[config.mk]
export PLATFORM = sky130hd
export DESIGN_NAME = interrupt_ack_control
export DESIGN_NICKNAME = d
export VERILOG_FILES = /design/src/rtl/interrupt_ack_control.sv
export SDC_FILE = /design/constraint.sdc
export NUM_CORES = 1
export LEC_CHECK = 0
export ABC_AREA = 1
export BUFFER_PORTS_ARGS = -buffer_cell sky130_fd_sc_hd__buf_2
export CAP_MARGIN = 10
export CORE_MARGIN = 1.5
export CORE_UTILIZATION = 35
export CTS_CLUSTER_DIAMETER = 150
export DETAILED_ROUTE_END_ITERATION = 16
export PLACE_DENSITY = 0.61
export SLEW_MARGIN = 40
export SYNTH_ARGS = -nofsm -noshare
export SYNTH_HDL_FRONTEND = slang
export SYNTH_SLANG_ARGS = --single-unit
[constraint.sdc]
create_clock -name clk -period 3.7 [get_ports clk]
set_clock_uncertainty 0.2 [all_clocks]
set_input_delay 0.37 -clock clk [delete_from_list [all_inputs] [get_ports clk]]
set_output_delay 0.37 -clock clk [all_outputs]
set_load 0.01 [all_outputs]
[src/rtl/interrupt_ack_control.sv]
`default_nettype none
// +----------------------------------------------------------------------------+
// | Module      : interrupt_ack_control                                        |
// | Description : 8259-style CPU acknowledge / in-service engine. Raises INT,  |
// |               runs the two-pulse INTA sequence, maintains ISR, pulses the   |
// |               IRR clear, drives the vector byte, handles EOI and owns the  |
// |               priority rotation pointer fed back to the resolver.          |
// | Options     : PIC_AUTO_EOI_EN - clear ISR automatically at the end of the  |
// |               second INTA pulse.                                           |
// | Revision    : 1.0 - initial release                                        |
// +----------------------------------------------------------------------------+
module interrupt_ack_control #(
  parameter logic [2:0] SPURIOUS_LEVEL = 3'd7
) (
  input  logic       clk,
  input  logic       reset,
  input  logic [7:0] interrupt_vector,
  input  logic [4:0] vector_base,
  input  logic       inta_n,
  input  logic       eoi_cmd,
  input  logic       eoi_specific,
  input  logic [2:0] eoi_level,
  input  logic       rotate_on_eoi,
  output logic       int_out,
  output logic [7:0] isr,
  output logic [7:0] clr_irr,
  output logic [2:0] priority_rotate,
  output logic [7:0] data_out,
  output logic       data_oe
);

  typedef enum logic [1:0] {
    ST_IDLE  = 2'd0,
    ST_ACK1  = 2'd1,
    ST_WAIT2 = 2'd2,
    ST_DRIVE = 2'd3
  } state_t;

  state_t     state_q, state_d;
  logic       inta_q;
  logic       int_out_q, int_out_d;
  logic [7:0] isr_q, isr_d;
  logic [7:0] clr_irr_q, clr_irr_d;
  logic [2:0] rotate_q, rotate_d;
  logic [7:0] data_out_q, data_out_d;
  logic       data_oe_q, data_oe_d;
  logic [2:0] ack_level_q, ack_level_d;
`ifdef PIC_AUTO_EOI_EN
  logic       spurious_q, spurious_d;
`endif

  logic       w_fall;
  logic       w_rise;
  logic [2:0] w_vec_level;
  logic [7:0] w_isr_eoi;
  logic [2:0] w_eoi_sel;
  logic       w_eoi_hit;
  logic [2:0] w_idx;

  assign w_fall = inta_q & ~inta_n;
  assign w_rise = ~inta_q & inta_n;

  // Encode the one-hot request into its IR level (lowest set bit wins if not one-hot).
  always_comb begin
    w_vec_level = 3'd0;
    for (int i = 7; i >= 0; i--) begin
      if (interrupt_vector[i]) w_vec_level = i[2:0];
    end
  end

  // EOI resolution: pick the level being ended and produce the ISR after the clear.
  always_comb begin
    w_eoi_sel = 3'd0;
    w_eoi_hit = 1'b0;
    w_idx     = 3'd0;
    if (eoi_cmd) begin
      if (eoi_specific) begin
        w_eoi_sel = eoi_level;
        w_eoi_hit = 1'b1;
      end else begin
        // Search from the current highest-priority level, wrapping mod 8.
        for (int i = 0; i < 8; i++) begin
          w_idx = rotate_q + i[2:0];
          if (!w_eoi_hit && isr_q[w_idx]) begin
            w_eoi_sel = w_idx;
            w_eoi_hit = 1'b1;
          end
        end
      end
    end
    w_isr_eoi = isr_q;
    if (w_eoi_hit) w_isr_eoi[w_eoi_sel] = 1'b0;
  end

  // Acknowledge FSM next state and registered-output next values.
  always_comb begin
    state_d     = state_q;
    int_out_d   = int_out_q;
    isr_d       = w_isr_eoi;
    clr_irr_d   = 8'h00;
    rotate_d    = rotate_q;
    data_out_d  = data_out_q;
    data_oe_d   = data_oe_q;
    ack_level_d = ack_level_q;
`ifdef PIC_AUTO_EOI_EN
    spurious_d  = spurious_q;
`endif

    if (w_eoi_hit && rotate_on_eoi) rotate_d = w_eoi_sel + 3'd1;

    case (state_q)
      ST_IDLE: begin
        int_out_d = |interrupt_vector;
        if (w_fall) begin
          int_out_d = 1'b0;
          state_d   = ST_ACK1;
          if (interrupt_vector != 8'h00) begin
            ack_level_d = w_vec_level;
            // EOI clear has already been folded in, so a same-bit set wins.
            isr_d       = w_isr_eoi | interrupt_vector;
            clr_irr_d   = interrupt_vector;
`ifdef PIC_AUTO_EOI_EN
            spurious_d  = 1'b0;
`endif
          end else begin
            ack_level_d = SPURIOUS_LEVEL;
`ifdef PIC_AUTO_EOI_EN
            spurious_d  = 1'b1;
`endif
          end
        end
      end
      ST_ACK1: begin
        int_out_d = 1'b0;
        if (w_rise) state_d = ST_WAIT2;
      end
      ST_WAIT2: begin
        int_out_d = 1'b0;
        if (w_fall) begin
          data_out_d = {vector_base, ack_level_q};
          data_oe_d  = 1'b1;
          state_d    = ST_DRIVE;
        end
      end
      ST_DRIVE: begin
        int_out_d = 1'b0;
        if (w_rise) begin
          data_oe_d = 1'b0;
          state_d   = ST_IDLE;
`ifdef PIC_AUTO_EOI_EN
          if (!spurious_q) begin
            isr_d[ack_level_q] = 1'b0;
            if (rotate_on_eoi) rotate_d = ack_level_q + 3'd1;
          end
`endif
        end
      end
      default: state_d = ST_IDLE;
    endcase
  end

  // State and output registers; reset releases the bus immediately.
  always_ff @(posedge clk or posedge reset) begin
    if (reset) begin
      state_q     <= ST_IDLE;
      inta_q      <= 1'b1;
      int_out_q   <= 1'b0;
      isr_q       <= 8'h00;
      clr_irr_q   <= 8'h00;
      rotate_q    <= 3'd0;
      data_out_q  <= 8'h00;
      data_oe_q   <= 1'b0;
      ack_level_q <= 3'd0;
`ifdef PIC_AUTO_EOI_EN
      spurious_q  <= 1'b0;
`endif
    end else begin
      state_q     <= state_d;
      inta_q      <= inta_n;
      int_out_q   <= int_out_d;
      isr_q       <= isr_d;
      clr_irr_q   <= clr_irr_d;
      rotate_q    <= rotate_d;
      data_out_q  <= data_out_d;
      data_oe_q   <= data_oe_d;
      ack_level_q <= ack_level_d;
`ifdef PIC_AUTO_EOI_EN
      spurious_q  <= spurious_d;
`endif
    end
  end

  assign int_out         = int_out_q;
  assign isr             = isr_q;
  assign clr_irr         = clr_irr_q;
  assign priority_rotate = rotate_q;
  assign data_out        = data_out_q;
  assign data_oe         = data_oe_q;

endmodule
`default_nettype wire

== Word level (Yosys, flattened, before mapping) ==
Cells that the tools add are included.
Storage, ports and cells
  register bits: 35
  latch bits: 0
  RAM bits: 0
  memory bits (read-only): 0
  input port bits: 22
  word-level logic and storage cells: 144
  memories: 0
Cells by class
  add/sub/neg operators: 8
  multiply operators: 0
  div/mod/pow operators: 0
  magnitude comparators: 10
  equal/unequal tests: 7
  shift-type cells: 0
  muxes and demuxes: 78
  bitwise operators: 7
  reductions and logical operators: 25
Operator list (number)
  $mux W3: 19
  $mux W8: 7
  $lt A3 B4 Y1 const B: 9
  $mux W1: 36
  $bmux W1 S3: 8
  $add A3 B3 Y3 const B: 4
  $logic_and A1 B1 Y1: 9
  $and A8 B8 Y8: 1
  $mux W2: 4
  $ne A2 B2 Y1 const B: 4
  $not A8 Y8: 1
  $or A8 B8 Y8: 1
  $pmux W2 S4: 1
  $reduce_bool A8 Y1: 1
  $reduce_or A8 Y1: 1
  $logic_not A1 Y1: 7
  $add A3 B1 Y3 const B: 2
  $add A3 B2 Y3 const B: 2
  $eq A2 B2 Y1 const B: 2
  $pmux W1 S2: 2
  $reduce_and A2 Y1: 2
  $reduce_and A4 Y1: 1
  $demux W1 S3: 1
  $ge A3 B1 Y1 const B: 1
  7 further kinds: 9

== Longest topological paths before layout ==
Gate-level depths: netlist of run 1.
  depth in word-level cells: 51
  depth in mapped cells: 22

== Least setup slack after synthesis of run 1 ==
No wires, ideal clock.
  path kind: register to register
  start point: register rotate_q[1] (netlist: priority_rotate[1])
  end point: register isr_q[7] (netlist: isr[7])
  library setup time: 0.121 ns
  arrival: 2.411 ns
  data required time: 3.379 ns
  path slack: 0.968 ns
  cell stages (with the launch flop): 20
  buffers on the path: 1
  cell sequence: dfrtp_1 > buf_6 > clkinv_2 > ha_1 > inv_2 > nand3_1 > nand3_2 > nand2_4 > nor2_8 > nand4_4 > nor2_4 > nand2_2 > nand2_1 > nand2_2 > a21oi_4 > inv_2 > nor2_2 > nand2_1 > nand2_1 > o21ai_1
Between the ends
  longest elaborated chain between the ends: 51
  elaborated cells between the ends (all ways): 83
  classes of those cells: 7 x add/sub; 2 x order compare; 56 x mux; 3 x bitwise; 15 x reduce/logical
RTL lines
  start: declaration: RTL line 44  | logic [2:0] rotate_q, rotate_d;
  start signal: assignment: RTL line 183  | rotate_q <= rotate_d;
  $bmux W1 S3: RTL line 84  | if (!w_eoi_hit && isr_q[w_idx]) begin
  $mux W1 (not written as such): RTL line 84
  $mux W1: RTL line 84
  $mux W1: RTL line 77  | if (eoi_specific) begin
  $mux W1: RTL line 76  | if (eoi_cmd) begin
  $logic_not A1 Y1: RTL line 84
  $logic_and A1 B1 Y1: RTL line 84
  $mux W1: RTL line 84
  (+36 left out)
  $not A8 Y8 (no line)
  $and A8 B8 Y8 (no line)
  $mux W8 *: RTL line 92  | if (w_eoi_hit) w_isr_eoi[w_eoi_sel] = 1'b0;
  $or A8 B8 Y8: RTL line 120  | isr_d = w_isr_eoi | interrupt_vector;
  $mux W8: RTL line 117  | if (interrupt_vector != 8'h00) begin
  $mux W8: RTL line 114  | if (w_fall) begin
  $mux W8 *: RTL line 111  | case (state_q)
  named net isr_d[7]: RTL line 42  | logic [7:0] isr_q, isr_d;
  end signal: assignment: RTL line 181  | isr_q <= isr_d;
  end: declaration: RTL line 42
Mark *: on every way through the listed nets, which the timed path passes. The rest lies on a longest branch. The select of a mux whose other input is x is not followed.
A chain may end at the register's enable or synchronous reset.

== Worst setup path after layout of run 1 ==
  start point: register rotate_q[1] (netlist: priority_rotate[1])
  end point: register isr_q[6] (netlist: isr[6])
Same word-level chain as after synthesis.

==> results.md, run 1 <==
- Outcome: finished clean
- Net Count, Synth: 328
- Synth area leaders: dfrtp_1 37%, nand2_1 13%, inv_1 6.2%, nand3_1 5.0%, nor2_1 4.2%
- Compound-Gate Fraction of Synth Area: 10.6%
- Dpl hpwl: 4410 um
- Via count: 2076
- Clock-pin transition on the worst setup and hold timing paths: 0.07 ns
- Worst rel slew slack: about two thirds
- FF/Latch Area: 877 um^2
- Fmax: 350 MHz
- Share of the synthesized area in the top cell type: 36.9%
- Synth Area per Inst: around 7.7 um^2
- Post-CTS Resized: 0
- Max Cap Viol: 0
- Post-Place Cells: 425
- # fillers: 640
- Die W: approximately 84 um
- Ant. Diodes: 0
- Fraction of layout cells with a size suffix above 1: ~29%
- Yosys warns: 0
- Core Area: 0.00635 mm^2
- Setup TNS Final: 0 ns
- Final hold vios: 0
- Largest family of logic cells by synthesized area: simple AND/OR/NAND/NOR gates
- GP Congestion: approximately 0.9
- Mux contribution to synthesized area: 2.93%
- Critical path arrival: 2.83 ns
- Critical path origin: priority_rotate[1]$_DFFE_PP0P_
- Post-DR vias/cell: 4.78
- Synth area leader: dfrtp_1
- Xor and xnor area share after synthesis: 2.50%
- Hold Startpoint: vector_base[3]
- Synthesized-area fraction occupied by adder cells: 3.26%
- PD cells: between 1000 and 1500 mW/mm^2
- Most numerous cell in the Yosys netlist: nand2_1
- Post-synthesis sequential area ratio: 38.0%
- Share of synthesized registers carrying an async set or reset: 100%
- Port buffer count: 50
- Pwr Total: roughly 0.0028 W
- DIE HEIGHT: 84.2 um
- Initial antenna violation count: 0
- Global-route wire length before repair: roughly 9500 um
- Slew Limit Fails: 0
- Post-Syn Area: 0.00231 mm^2
- Starting DRT DRC Count: 58
- GRT Overall Usage: 16.2%
- Crit Path Class: flop to flop
- Worst-Skew Late Latency: 0.28 ns
- CTS tree: yes
- Clock Path Buffers: 2
- Htree depth: 2
- RSZ-0062 raised after global routing: false
- Cell variety after synth: 36
- Post-route ant nets: 0
- Number of flops mapped to enable cells by yosys: 0
- Simple-gate share of the synthesized area: ~33%
- Hold-fix buffers, CTS: 2
- Synth Flop Type: dfrtp_1
- Crit path max fanout: 7
- Final setup viols: 0
- Measured slew at the worst slew-check pin: 0.503 ns
- Post-synth top cells: 78 x nand2_1, 38 x inv_1, 34 x dfrtp_1, 26 x nor2_1, 23 x nand3_1
- Util after Layout: 43.2%
- Register bit total from synthesis: 35
- # DRC: 0
- Worst Path Required: about 3.7 ns
- Post-CTS setup buffers: 0
- Reg-to-reg startpoint: priority_rotate[1]$_DFFE_PP0P_
- Hold Slack: 0.113 ns
- Post-Syn Instances: 300
- Area occupied by multi-input gates: between 0.001 and 0.0015 mm^2
- Tmin final: around 2.9 ns
- Fin cells: 434
- Class of the worst hold path: primary input to flop
- VDD IR max: approximately 0.00066 V
- Fin nets: 385
- TritonRoute pass-1 iters: 4
- Vias in the first global route: around 2100
- Setup crit end kind: flop
- Lkg Pwr: roughly 1.5 nW
- Die footprint: 0.00708 mm^2
- Largest net degree at the start of global routing: 36
- Remaining global-route overflow: 0
- CTS Buf Count: 5
- Clock sink count: 35
- Tcrit/Tclk final: between 70% and 80%
- # IOs: just over 50
- WL/cell: 12.7 um
- CP startpoint kind: flop
- Final wirelength: 5500 um
- Hold path depth: 2
- Rows: 29
- Worst-case reg-to-reg path depth: 18
- CTS root buf: clkbuf_8
- P&R area growth vs syn: 18.9%
- Starting Density: between 30% and 40%
-- registers in the layout (all words and copies together), names as in the netlist --
| name | flops |
|---|---|
| ack_level_q | 3 |
| inta_q | 1 |
| isr | 8 |
| data_out | 8 |
| state_q | 2 |
| data_oe | 1 |
| priority_rotate | 3 |
| clr_irr | 8 |
| int_out | 1 |
-- layout by cell type, fill, tap and decap left out, types with 7 or more instances in the layout --
cell	netlist	layout
buf_2	0	50
dfrtp_1	34	34
inv_1	38	38
inv_2	7	7
nand2_1	78	78
nand3_1	23	23
nand3_2	9	9
nor2_1	26	26
o21ai_0	17	17
o21ai_1	11	11
-- per-stage QoR --
step / instance area [um^2] / setup slack, ns
after floorplan: 2310 / 0.968
after global placement: 2630 / 0.886
after detailed placement: 2630 / 0.847
after CTS: 2740 / 0.833
after global routing: 2740 / 0.507
final: 2740 / 0.839
-- critical path, stage by stage (launching register included) --
cell,delay [ns]
dfrtp_1,0.36
clkinv_2,0.13
ha_1,0.40
inv_2,0.14
nand3_1,0.14
nand3_2,0.14
nand2_4,0.08
nor2_8,0.12
nand4_4,0.11
nor2_4,0.18
nand3_2,0.08
nand2_1,0.09
inv_2,0.05
a21oi_4,0.16
inv_2,0.08
nor2_2,0.10
nand2_1,0.06
nand2_1,0.05
o21ai_1,0.06
-- per-layer routing --
layer  part of all wire (%)  GRT usage (%)  up-vias  routed length, um
met2                     49           28.5       54               2710
met5                      0              0        -                  0
met1                     45           20.4      948               2460
met4                    1.5           5.07        0                 84
li1                       -              -     1066                  -
met3                    4.5           2.75        8                245
-- report_power, final --
part	switching [W]	internal (W)	total [W]	leakage, nW
combinational	0.00124	0.000683	0.00193	1.02
sequential	0.000127	0.000521	0.000647	0.445
clock	0.000129	0.000146	0.000275	0.0470
-- kinds of logic (layout without fill, tap and decap cells) --
group / count (synthesis) / in the layout
and+or+nand+nor: 155 / 155
DFF: 35 / 35
xor gates and xnor gates: 4 / 4
buffers and inverters: 51 / 108
adders and majority gates: 6 / 6
muxes: 6 / 6
AOI/OAI and AO/OA: 43 / 43
-- final timing paths --
kind | to | slack, ns
max | isr[6]$_DFF_PP0_ | 0.84
min | data_out[6]$_DFFE_PP0P_ | 0.11
max reg2reg | isr[6]$_DFF_PP0_ | 0.84
min reg2reg | ack_level_q[2]$_DFFE_PP0P_ | 0.29
max in group asynchronous | inta_q$_DFF_PP1_ | 2.45
min in group asynchronous | data_oe$_DFFE_PP0P_ | 0.52
-- cell type report --
type	count	share of cell area [%]
flip-flops and latches	35	32.0
well taps	77	3.51
clock buffers	6	3.01
repair buffers	55	10.7
clock inverters	1	0.183
inverters	46	6.34
multi-input cells	214	44.3
Note: power is estimated with default switching activity, not from simulation.
==> run 2, diff against run 1 <==
==> constraint.sdc (replaced) <==
create_clock -name clk -period 2.9 [get_ports clk]
set_clock_uncertainty 0.2 [all_clocks]
set_input_delay 0.29 -clock clk [delete_from_list [all_inputs] [get_ports clk]]
set_output_delay 0.29 -clock clk [all_outputs]
set_load 0.01 [all_outputs]
==> run 2 against run 1 <==
Compared with the run above: total power is 30% higher; combinational power rose by 32%; count of clock-buffer cells in the layout grew 1; critical path type unchanged; sequential power is 27% higher; critical endpoint unchanged; fmax rose by 7.9%; highest routed layer unchanged; setup slack lost 0.59 ns; final cell count grew 0.69%; worst hold slack got worse by 0.077 ns; via count grew 1.9%; global-route usage rose by 0.33 points.
==> results.md, run 2 (synthesis results as in run 1) <==
- Outcome: finished clean
- Critical path arrival: 2.62 ns
- Flop pwr share: 22.1%
- Die W: between 80 and 90 um
- Switching fraction of total power: 52.4%
- CTS root buf: clkbuf_8
- Slew Limit Fails: 0
- P&R area growth vs syn: 20.7%
- Most frequent cells in the layout: 78 x nand2_1, 50 x buf_2, 38 x inv_1
- Post-DR vias/cell: between 4 and 5
- Pwr Total: 0.00370 W
- GRT Overall Usage: 16.6%
- CTS Buf Count: 5
- Crit path max fanout: 10
- RSZ-0062 raised after global routing: false
- Clock power frac: between 9 and 10%
- Die footprint: a little over 0.007 mm^2
- # fillers: 660
- Fraction of layout cells with a size suffix above 1: 30.0%
- # DRC: 0
- Tcrit/Tclk final: between 90% and 100%
- Initial antenna violation count: 0
- Fmax: about 380 MHz
- Remaining global-route overflow: 0
- Final hold vios: 0
- Worst-Skew Late Latency: 0.28 ns
- Setup TNS Final: 0 ns
- Comb pwr share: 68.8%
- Clock Path Buffers: 2
- Fin cells: 437
- Lkg Pwr: 1.52 nW
- Area occupied by multi-input gates: 0.00124 mm^2
- Measured slew at the worst slew-check pin: 0.494 ns
- Clock-pin transition on the worst setup and hold timing paths: approximately 0.07 ns
- P_sw: 0.00194 W
- Largest net degree at the start of global routing: 36
- Pint: 0.00176 W
- Tmin final: 2.65 ns
- Core Area: 0.00635 mm^2
- Via count: 2116
- Fin nets: 387
- WL/cell: 12.5 um
- Vias in the first global route: 2107
- Setup crit end kind: flop
- Htree depth: 2
- Post-CTS setup buffers: 0
- Starting Density: 36.3%
- Class of the worst hold path: primary input to flop
- Rows: 29
- Worst rel slew slack: 67.0%
- Hold Startpoint: vector_base[2]
- CP startpoint kind: flop
- # IOs: 51
- Ant. Diodes: 0
- Post-Place Cells: 427
- CTS tree: yes
- Max Cap Viol: 0
- Worst Path Required: ~2.9 ns
- Final setup viols: 0
- GP Congestion: 0.910
- VDD IR max: 0.000641 V
- Hold Slack: 0.0363 ns
- Dpl hpwl: between 4000 and 5000 um
- Final wirelength: 5480 um
- DIE HEIGHT: 84.2 um
- Reg-to-reg startpoint: priority_rotate[1]$_DFFE_PP0P_
- PD cells: 1330 mW/mm^2
- Port buffer count: 50
- Critical path origin: priority_rotate[1]$_DFFE_PP0P_
- FF/Latch Area: 877 um^2
- Crit Path Class: flop to flop
- Clock sink count: 35
- Global-route wire length before repair: just under 10000 um
- Most common cell after layout, fill and taps aside: nand2_1
- TritonRoute pass-1 iters: 4
- Starting DRT DRC Count: 80
- Post-route ant nets: 0
==> run 2: worst max-delay path: stages, from the launching register on <==
cell,delay [ns]
dfrtp_1,0.39
buf_4,0.19
ha_2,0.21
xor2_2,0.17
nand3_2,0.12
nand2_4,0.08
nor2_8,0.12
nand4_4,0.11
nor2_4,0.20
nand2_2,0.08
nand2_1,0.08
nand2_2,0.06
a21oi_4,0.16
inv_2,0.08
nor2_2,0.10
nand2_1,0.06
nand2_1,0.05
o21ai_1,0.06
==> run 2: final timing paths <==
check	end	slack (ns)	cells after the start
max	isr[6]$_DFF_PP0_	0.25	17
min	data_out[5]$_DFFE_PP0P_	0.04	2
max reg2reg	isr[6]$_DFF_PP0_	0.25	17
min reg2reg	ack_level_q[2]$_DFFE_PP0P_	0.29	2
max in group asynchronous	inta_q$_DFF_PP1_	1.72	4
min in group asynchronous	priority_rotate[1]$_DFFE_PP0P_	0.45	4
==> run 2: layout make-up <==
type	instances	area share [%]
Clock buffer	7	2.74
Clock inverter	1	0.180
Inverter	46	6.34
Multi-Input combinational cell	214	44.7
Sequential cell	35	31.5
Tap cell	77	3.46
Timing Repair Buffer	57	11.1
==> run 2: metrics by stage <==
step,instance area (um^2),util [%],setup WS (ns)
after CTS,2750,43.3,0.125
after detailed placement,2650,41.7,0.151
after floorplan,2310,-,0.168
final,2780,43.8,0.249
after global routing,2780,43.8,0.00205
after global placement,2650,41.7,0.218
==> run 2: routing by layer <==
metal	track usage (%)	wire, um	vias up
met1	21.0	2480	971
met2	29.5	2670	60
met3	2.95	278	8
li1	-	-	1077
met4	3.58	61	0
met5	0	0	-
==> run 2: timing repair <==
item,in CTS,in global routing
hold buffers,2,0
endpoints found under the setup margin,0,11
resized for setup,0,8
hold endpoints to repair,35,0
==> run 2: power groups by stage <==
stage	Clock (W)	Combinational, W	Sequential [W]
after floorplan	0	0.00189	0.000849
after global placement	0	0.00246	0.000824
after detailed placement	0	0.00248	0.000830
after CTS	0.000350	0.00249	0.000823
after global routing	0.000368	0.00293	0.000847
final	0.000336	0.00255	0.000819
==> run 3, diff against run 2 <==
--- a/config.mk
+++ b/config.mk
@@ -5,14 +5,13 @@
 export SDC_FILE = /design/constraint.sdc
 export NUM_CORES = 1
 export LEC_CHECK = 0
-export ABC_AREA = 1
 export BUFFER_PORTS_ARGS = -buffer_cell sky130_fd_sc_hd__buf_2
 export CAP_MARGIN = 10
 export CORE_MARGIN = 1.5
 export CORE_UTILIZATION = 35
 export CTS_CLUSTER_DIAMETER = 150
 export DETAILED_ROUTE_END_ITERATION = 16
-export PLACE_DENSITY = 0.61
+export PLACE_DENSITY = 0.6
 export SLEW_MARGIN = 40
 export SYNTH_ARGS = -nofsm -noshare
 export SYNTH_HDL_FRONTEND = slang
==> run 3 against run 2 <==
Compared with the run above: the flow now finishes with violations (negative setup slack); largest power group unchanged; first-iteration DRC count decreased by 1.3%; clock power is 29% higher; synthesized cell count down 15%; total power is 54% higher; combinational power increased by 73%; critical endpoint is now priority_rotate[2]$_DFFE_PP0P_; sequential share of layout area is 8.0 points lower; sequential power is 4.8% higher.
==> results.md, run 3 <==
- Outcome: finished with violations
- Failing checks: negative setup slack
- Tcrit/Tclk final: 112%
- Net Count, Synth: 283
- Largest net degree at the start of global routing: 36
- CP Cell Sequence: inv_4, ha_4, buf_6, mux2_4, mux4_2, o41ai_2, a221oi_2, o211ai_2, nand4_4, xnor2_1, mux2_4
- Worst-case reg-to-reg path depth: 11
- Most used cell along the critical path: mux2_4
- Synth Flop Type: dfrtp_1
- Core Area: 0.00718 mm^2
- Share of the synthesized area in the top cell type: 33.1%
- Class of the worst hold path: primary input to flop
- Tmin final: 3.24 ns
- Global-route wire length before repair: between 10000 and 15000 um
- Fraction of layout cells with a size suffix above 1: 50.6%
- Share of synthesized registers carrying an async set or reset: 100%
- FF-to-FF End: priority_rotate[2]$_DFFE_PP0P_
- Clock sink count: 35
- Max Cap Viol: 0
- CP peak stage delay: 0.53 ns
- Dpl hpwl: 5490 um
- Most numerous cell in the Yosys netlist: dfrtp_1
- Measured slew at the worst slew-check pin: 0.420 ns
- Vias in the first global route: 2444
- WL/cell: approximately 16 um
- VDD IR max: 0.000556 V
- CP Capture Point: priority_rotate[2]$_DFFE_PP0P_
- Worst Path Required: 2.87 ns
- Htree depth: 2
- Post-Syn Area: 0.00257 mm^2
- Port buffer count: 50
- Post-Place Cells: 441
- Slew Limit Fails: 0
- Synth area leader: dfrtp_1
- # IOs: a little over 50
- Setup crit end kind: flop
- Crit path max fanout: 6
- Slowest CP cell: mux4_2
- Rows: 31
- RSZ-0062 raised after global routing: true
- Post-Syn Instances: 255
- CTS root buf: clkbuf_8
- Cell variety after synth: 58
- Clock-pin transition on the worst setup and hold timing paths: 0.08 ns
- Synth area leaders: dfrtp_1 33%, mux2_2 8.3%, mux4_2 7.9%, nor2_1 3.9%, mux2i_1 3.5%
- Critical path arrival: 3.21 ns
- Setup TNS Final: -3.00 ns
- Initial antenna violation count: 0
- Final setup viols: 11
- Die footprint: 0.00786 mm^2
- Post-synth top cells: 34 x dfrtp_1, 27 x nor2_1, 19 x mux2_2, 16 x nand2_1, 11 x nor3_1
- Hold Startpoint: vector_base[3]
- Most frequent cells in the layout: 50 x buf_2, 47 x buf_4, 34 x dfrtp_1
- Fmax: 309 MHz
- Final wirelength: 7270 um
- Fin nets: 389
- CP startpoint kind: flop
- Clock Path Buffers: 2
- Number of flops mapped to enable cells by yosys: 0
- Ant. Diodes: 0
- Post-route ant nets: 0
- Die W: 88.7 um
- Worst reg-to-reg setup slack: -0.34 ns
- Post-synthesis sequential area ratio: between 30% and 40%
- Starting Density: 35.8%
- Synth Area per Inst: 10.1 um^2
- PD cells: 1530 mW/mm^2
- Worst rel slew slack: 72.0%
- Yosys warns: 0
- DIE HEIGHT: approximately 89 um
- CTS Buf Count: 5
- TritonRoute pass-1 iters: 4
- Register bit total from synthesis: 35
- # DRC: 0
- Via count: 2427
- Final hold vios: 0
- GRT Overall Usage: between 10% and 20%
- Critical path origin: priority_rotate[0]$_DFFE_PP0P_
- Fin cells: 461
- Reg-to-reg startpoint: priority_rotate[0]$_DFFE_PP0P_
- Remaining global-route overflow: 0
- Lkg Pwr: ~1.8 nW
- Final WS setup: -0.336 ns
- Post-DR vias/cell: 5.26
- Crit Path Class: flop to flop
- Worst-Skew Late Latency: 0.29 ns
- P&R area growth vs syn: 45.1%
- Starting DRT DRC Count: 79
- Most common cell after layout, fill and taps aside: buf_2
- GP Congestion: ~0.9
- CTS tree: yes
- Hold Slack: 0.0234 ns
-- run 3: critical path: cells and delay by family (launching register included) --
family | cells | cell delay (ns)
AOI/OAI and AO/OA | 3 | 0.63
xor gates and xnor gates | 1 | 0.15
adders and majority gates | 1 | 0.33
buffers and inverters | 2 | 0.18
DFF | 1 | 0.39
muxes | 3 | 1.09
and+or+nand+nor | 1 | 0.15
-- run 3: logic make-up after synthesis --
group                    share of synthesized area, %
AO/OA/AOI/OAI                                    18.7
XOR/XNOR                                         2.00
adder cells (fa/ha/maj)                          2.92
buffers and inverters                            4.58
flip-flops                                       34.1
multiplexers                                     20.2
AND/OR/NAND/NOR                                  17.5
-- run 3: area by class of cell --
cell class | instances | area (um^2)
Fill cell | 655 | 3450
Multi-Input combinational cell | 198 | 1810
Sequential cell | 35 | 877
Timing Repair Buffer | 110 | 756
Tap cell | 99 | 124
Clock buffer | 5 | 68.8
Clock inverter | 3 | 43.8
Inverter | 11 | 43.8
-- run 3: worst min path at each step --
stage / slack (ns) / to / cells after the start
3_3_place_gp: 0.20 / clr_irr[6]$_DFF_PP0_ / 3
4_1_cts: 0.02 / data_out[6]$_DFFE_PP0P_ / 2
5_1_grt: 0.01 / data_out[6]$_DFFE_PP0P_ / 2
2_1_floorplan: 0.09 / inta_q$_DFF_PP1_ / 0
6_report: 0.02 / data_out[6]$_DFFE_PP0P_ / 2
3_5_place_dp: 0.21 / clr_irr[6]$_DFF_PP0_ / 3
-- run 3: report_power, final --
part           total (W)  leakage (nW)  switching [W]  internal, W
combinational    0.00442          1.25        0.00215      0.00228
clock           0.000434        0.0581       0.000179     0.000256
sequential      0.000858         0.443       0.000190     0.000668
-- run 3: per-stage QoR --
stage / util (%) / setup slack (ns) / power [W] / cell area (um^2)
floorplan: - / -0.767 / 0.00327 / 2650
global placement: 45.8 / -0.332 / 0.00450 / 3290
detailed placement: 45.8 / -0.352 / 0.00455 / 3290
CTS: 51.4 / -0.283 / 0.00558 / 3690
global route: 51.9 / -0.477 / 0.00611 / 3730
finish: 51.9 / -0.336 / 0.00572 / 3730
-- run 3: metal layers --
metal	share of wire [%]	up-vias	GRT usage, %
li1	-	1171	-
met5	0	-	0
met4	1.4	0	5.26
met3	4.0	10	2.61
met1	44	1172	25.4
met2	51	74	35.2
-- run 3: timing repair --
item                                    4_1_cts  5_1_grt
endpoints found under the hold margin        35        0
hold buffers                                  2        0
buffers inserted                              9        2
gates cloned                                  0        0
pin swaps                                    13       11
endpoints found under the setup margin       11       11
gates resized for setup                      42        9
